## src/rtl/seg7_frame_decoder.sv

```systemverilog
// Samples a scanned active-low 7-segment bus and rebuilds a DIGITS-wide BCD frame.
// Optional build macro FRAME_CHANGE_ONLY_EN suppresses frames equal to the current bcd_out.
module seg7_frame_decoder #(
    parameter int DIGITS     = 3,
    parameter int STABLE_CYC = 4,
    parameter int TIMEOUT_W  = 16
) (
    input  logic                  clk,
    input  logic                  rst,
    input  logic [6:0]            seg,
    input  logic [DIGITS-1:0]     dig_sel,
    output logic [4*DIGITS-1:0]   bcd_out,
    output logic                  frame_vld,
    output logic                  digit_err,
    output logic                  timeout
);

    localparam int CNT_W = (STABLE_CYC > 2) ? $clog2(STABLE_CYC) : 1;
    localparam int IDX_W = (DIGITS > 1) ? $clog2(DIGITS) : 1;
    localparam logic [CNT_W-1:0] CNT_CAP = CNT_W'(STABLE_CYC - 2);
    localparam logic [CNT_W-1:0] CNT_SAT = CNT_W'(STABLE_CYC - 1);

    typedef enum logic {IDLE, COLLECT} state_e;

    state_e                      state;
    logic [6:0]                  seg_q, seg_d;
    logic [DIGITS-1:0]           sel_q, sel_d;
    logic [CNT_W-1:0]            stab_cnt;
    logic [DIGITS-1:0]           seen;
    logic [DIGITS-1:0][3:0]      work;
    logic [TIMEOUT_W-1:0]        tmo_cnt;
    logic                        same;
    logic                        capture;
    logic [IDX_W-1:0]            idx;
    logic [4:0]                  dec;
`ifdef FRAME_CHANGE_ONLY_EN
    logic                        emitted;
`endif

    // Returns {err, nibble}; blank (all segments dark) decodes to F.
    function automatic logic [4:0] decode(input logic [6:0] p);
        case (p)
            7'b1000000: decode = 5'h00;
            7'b1111001: decode = 5'h01;
            7'b0100100: decode = 5'h02;
            7'b0110000: decode = 5'h03;
            7'b0011001: decode = 5'h04;
            7'b0010010: decode = 5'h05;
            7'b0000010: decode = 5'h06;
            7'b1111000: decode = 5'h07;
            7'b0000000: decode = 5'h08;
            7'b0010000: decode = 5'h09;
            7'b1111111: decode = 5'h0F;
            default:    decode = 5'h1E;
        endcase
    endfunction

    // NOTE: every always_comb output gets a default first so no latch is inferred.
    always_comb begin
        same    = $onehot(~sel_q) && (seg_q == seg_d) && (sel_q == sel_d);
        capture = same && (stab_cnt == CNT_CAP);
        dec     = decode(seg_q);
        idx     = '0;
        for (int i = 0; i < DIGITS; i++) begin
            if (!sel_q[i]) idx = IDX_W'(i);
        end
    end

    // NOTE: sequential state uses non-blocking assignments so every register samples pre-edge values.
    always_ff @(posedge clk or negedge rst) begin
        if (!rst) begin
            seg_q    <= '1;
            sel_q    <= '1;
            seg_d    <= '1;
            sel_d    <= '1;
            stab_cnt <= '0;
        end else begin
            seg_q <= seg;
            sel_q <= dig_sel;
            seg_d <= seg_q;
            sel_d <= sel_q;
            if (!same)                  stab_cnt <= '0;
            else if (stab_cnt != CNT_SAT) stab_cnt <= stab_cnt + 1'b1;
        end
    end

    // NOTE: the digit store is only DIGITS nibbles of flops, so it is reset like any other register.
    always_ff @(posedge clk or negedge rst) begin
        if (!rst) begin
            state     <= IDLE;
            seen      <= '0;
            work      <= '0;
            tmo_cnt   <= '0;
            bcd_out   <= '0;
            frame_vld <= 1'b0;
            digit_err <= 1'b0;
            timeout   <= 1'b0;
`ifdef FRAME_CHANGE_ONLY_EN
            emitted   <= 1'b0;
`endif
        end else begin
            frame_vld <= 1'b0;
            digit_err <= 1'b0;
            timeout   <= 1'b0;
            if (capture) begin
                work[idx] <= dec[3:0];
                seen[idx] <= 1'b1;
                digit_err <= dec[4];
            end
            case (state)
                IDLE: begin
                    tmo_cnt <= '0;
                    if (capture) state <= COLLECT;
                end
                COLLECT: begin
                    if (&seen) begin
`ifdef FRAME_CHANGE_ONLY_EN
                        if (!emitted || (work != bcd_out)) begin
                            bcd_out   <= work;
                            frame_vld <= 1'b1;
                            emitted   <= 1'b1;
                        end
`else
                        bcd_out   <= work;
                        frame_vld <= 1'b1;
`endif
                        seen    <= '0;
                        tmo_cnt <= '0;
                        state   <= IDLE;
                    end else if (capture) begin
                        // A capture in the expiry cycle keeps the frame alive.
                        tmo_cnt <= '0;
                    end else if (tmo_cnt == '1) begin
                        timeout <= 1'b1;
                        seen    <= '0;
                        work    <= '0;
                        tmo_cnt <= '0;
                        state   <= IDLE;
                    end else begin
                        tmo_cnt <= tmo_cnt + 1'b1;
                    end
                end
                default: state <= IDLE;
            endcase
        end
    end

endmodule

```

## config.mk

```make
export PLATFORM = sky130hd
export DESIGN_NAME = seg7_frame_decoder
export DESIGN_NICKNAME = d
export VERILOG_FILES = /design/src/rtl/seg7_frame_decoder.sv
export SDC_FILE = /design/constraint.sdc
export NUM_CORES = 1
export LEC_CHECK = 0
export BUFFER_PORTS_ARGS = -buffer_cell sky130_fd_sc_hd__buf_2
export CORE_MARGIN = 5
export CORE_UTILIZATION = 40
export DETAILED_ROUTE_END_ITERATION = 12
export GPL_ROUTABILITY_DRIVEN = 0
export PLACE_DENSITY_LB_ADDON = 0.05
export SLEW_MARGIN = 20
export SYNTH_ARGS = -nofsm -noshare
export SYNTH_HDL_FRONTEND = slang
export SYNTH_SLANG_ARGS = --single-unit
```

## constraint.sdc

```tcl
create_clock -name clk -period 3.73 [get_ports clk]
set_clock_uncertainty 0.2 [all_clocks]
set_input_delay 0.5595 -clock clk [delete_from_list [all_inputs] [get_ports clk]]
set_output_delay 0.5595 -clock clk [all_outputs]
set_load 0.005 [all_outputs]
```

==> summary.md <==
## Outcome
- completed — outcome

## Job
- 0 — number of max-cap violations

## Synth
- 39.0% — fraction of post-synthesis cell area in the top cell type by area
- sky130_fd_sc_hd__dfrtp_1 — most common cell in the synthesized netlist
- 309 — post-synth net total
- 51 — number of different library cells in the post-synthesis netlist
- 49 x sky130_fd_sc_hd__dfrtp_1, 39 x sky130_fd_sc_hd__nand2_1, 39 x sky130_fd_sc_hd__nor2_1 — most numerous cell types in the synthesized netlist
- 3150 um^2 — cell area after synthesis
- 55.7% — part of the Yosys area used for sequential elements
- 0 — number of enable-type register cells in the synthesized netlist
- 0 — total of warnings raised by yosys
- sky130_fd_sc_hd__dfrtp_1 — most instantiated flip-flop cell in the synthesis netlist
- 100% — Async SR Flop Fraction
- 10.7 um^2 — synthesized area per cell
- 293 — number of standard cells after synthesis
- 69 — Yosys reg bits
- sky130_fd_sc_hd__dfrtp_1 39%, sky130_fd_sc_hd__dfstp_2 17%, sky130_fd_sc_hd__xnor2_1 5.3% — largest cells by area after synthesis
- sky130_fd_sc_hd__dfrtp_1 — cell accounting for the most synthesized area

## Clocking
- 69 — number of sinks handled by clock tree synthesis
- 0.34 ns — clock latency reported for the late side of the worst-skew pair
- 0 — post-cts gate resize count
- 0 — post-CTS setup buffer count
- 0 — CTS Hold Bufs
- sky130_fd_sc_hd__clkbuf_8 — CTS Root Cell
- 0.08 ns — clock-pin slew reported for the worst setup and hold paths after clock tree synthesis
- 2 — buffers from clock root to sink, at most
- 9 — clock buffer count from CTS
- built — CTS tree
- 3 — htree depth

## Placement
- 26 — number of I/O port buffers
- 4270 um — final HPWL from detailed placement
- 3380 um^2 — Placed Instance Area
- 0.992 ns — worst-case setup slack after placement
- 414 — Cells after DPL

## Drt
- 13.9 um — average wire per cell in the routed design
- 47 — number of DRC markers after the initial detailed-route iteration
- 2620 um — met2 wire length
- 222 um — routed length on met3
- 3010 um — met1 WL
- 5.00 — via-per-instance ratio
- 2,148 — total via count after detailed routing
- 0 — number of routed nets with antenna violations
- 5960 um — Detailed Route WL
- met4 — topmost layer with routed signal wires
- 0 — DRC violations left
- 4 — 1st-pass router iterations

## Critical path
- flip-flop to flip-flop — startpoint-to-endpoint class of the critical path
- 3.72 ns — required time of the critical path
- 0.96 ns — minimum setup slack among reg-to-reg paths
- 6 — Worst R2R Path Depth
- 2.76 ns — worst path arrival time
- flip-flop — crit path capture type
- sel_q[2] — reg-to-reg startpoint
- 11 — critical-path maximum fanout
- 0.66 ns — Max stage delay on crit path
- fa_1, nand2b_1, and4bb_4, nand4_4, nor3b_1, a211oi_1 — ordered list of cells on the worst path
- flip-flop — kind of start point of the critical path
- sky130_fd_sc_hd__dfstp_2 — critical-path cell with the highest stage delay
- work[5] — endpoint of the worst-slack reg-to-reg timing path

## Pwr
- 1.52 nW — leakage power
- 0.000179 V — peak supply drop
- 392 nW/um^2 — Power per Cell Area

## Floorplanning
- 7690 um^2 — area of the core
- 98.7 um — die height
- 27 — ports placed on the boundary
- 98.7 um — DIE WIDTH
- 9740 um^2 — DIE AREA
- 40.9% — starting density of the core
- 32 — number of standard-cell rows in the floorplan

## Global routing
- 37 — pin count of the biggest net entering global routing
- 0 — total congestion overflow after global routing
- 2,141 — number of global-route vias before repair
- 0 — number of antenna violations at the first check in global routing
- 10,600 um — global-route wire length before repair
- 13.7% — Overall Global Routing Usage

## Finish
- 430 — Cell Count, Final, Fillers Out
- 757 — number of fill cells
- 0 — count of inserted antenna diode cells
- 339 — Final nets
- 13.2% — synthesis-to-layout area growth
- 3560 um^2 — Post-Layout Inst Area
- 23.8% — layout cell share with drive strength beyond 1

## Timing
- 0.757 ns — measured slew at the worst slew-check pin
- 0 ns — Post-Route Setup TNS
- 0 — max-slew violation total from the final report
- 49.3% — slew margin rel.
- 0 — number of setup violations in the final report
- 74.2% — period utilization
- 0.961 ns — setup slack after layout
- 0 — number of hold-slack violations in the final timing report
- 361 MHz — Highest Clock Rate
- false — unrepaired setup endpoints after global routing
- 2.77 ns — Tmin final

## Min path
- input port to async pin — class of the most critical hold timing path

## flip-flops by register name, indices dropped and copies added (netlist names)
register and count:
bcd_out 12, digit_err 1, frame_vld 1, seen 3
seg_d 7, seg_q 7, sel_d 3, sel_q 3
stab_cnt 2, state 1, timeout 1, tmo_cnt 16
work 12
## critical path, delay by kind of cell, from the launching register on
kind,cells,cell delay (ns)
AO/OA/AOI/OAI,1,0.15
adder cells (fa/ha/maj),1,0.43
flip-flops,1,0.66
AND/OR/NAND/NOR,4,1.18
## metal layers
| layer | global-route usage (%) | vias up |
|---|---|---|
| met2 | 19.7 | 39 |
| met3 | 3.18 | 8 |
| met5 | 0 | - |
| met1 | 19.5 | 1027 |
| li1 | - | 1074 |
| met4 | 6.20 | 0 |
## cell usage in the layout, fill, tap and decap left out, drive strengths merged, types with 3 or more instances in the layout
master,n
nand2,39
dfstp,20
o22ai,3
dfrtp,49
a211oi,8
nor2,39
nand2b,3
buf,29
nor4,6
a21oi,3
o21ai,4
nand4,11
nor3b,3
inv,10
and3,5
mux2i,3
xor2,7
clkinvlp,3
ha,3
nand3,13
or3,3
xnor2,19
clkbuf,11
o21a,3
nor3,6
## power breakdown
| part | switching, mW | leakage (nW) | internal [mW] |
|---|---|---|---|
| registers | 0.0188 | 0.895 | 0.768 |
| logic | 0.0365 | 0.542 | 0.0267 |
| clock network | 0.286 | 0.0815 | 0.259 |
## cell families (layout without fill, tap and decap cells)
kind of cell | count (synthesis) | count (layout) | share of synthesized area, %
AO/OA/AOI/OAI | 28 | 28 | 6.92
XOR/XNOR | 26 | 26 | 7.24
AND/OR/NAND/NOR | 142 | 142 | 24.1
multiplexers | 4 | 4 | 1.31
flip-flops | 69 | 69 | 55.7
adder cells (fa/ha/maj) | 4 | 4 | 1.83
buffers and inverters | 20 | 55 | 2.94
## stage by stage
| step | hold WS, ns | total power, mW | utilization [%] |
|---|---|---|---|
| after detailed placement | 0.196 | 0.866 | 44.0 |
| final | 0.0797 | 1.40 | 46.3 |
| after global routing | 0.0889 | 1.46 | 46.3 |
| after global placement | 0.192 | 0.865 | 44.0 |
| after floorplan | 0.0639 | 0.834 | - |
| after CTS | 0.0951 | 1.42 | 46.3 |
## how the worst max path moves through the flow
stage	from	endpoint	slack, ns	cells past startpoint
after floorplan	sel_q[1]	work[11]	1.31	6
after global placement	sel_q[2]	work[6]	1.03	6
after detailed placement	sel_q[2]	work[5]	0.99	6
after CTS	sel_q[2]	work[5]	0.95	6
after global routing	sel_q[2]	work[5]	0.82	6
final	sel_q[2]	work[5]	0.96	6
## final cells by class
type                            count  area (um^2)  area share (%)
Clock inverter                      5         36.3            1.02
Multi-Input combinational cell    204         1300            36.6
Inverter                           10         37.5            1.05
Clock buffer                       11          141            3.97
Sequential cell                    69         1750            49.2
Timing Repair Buffer               29          165            4.64
Tap cell                          102          128            3.58
Power figures use the tool's default switching activity.
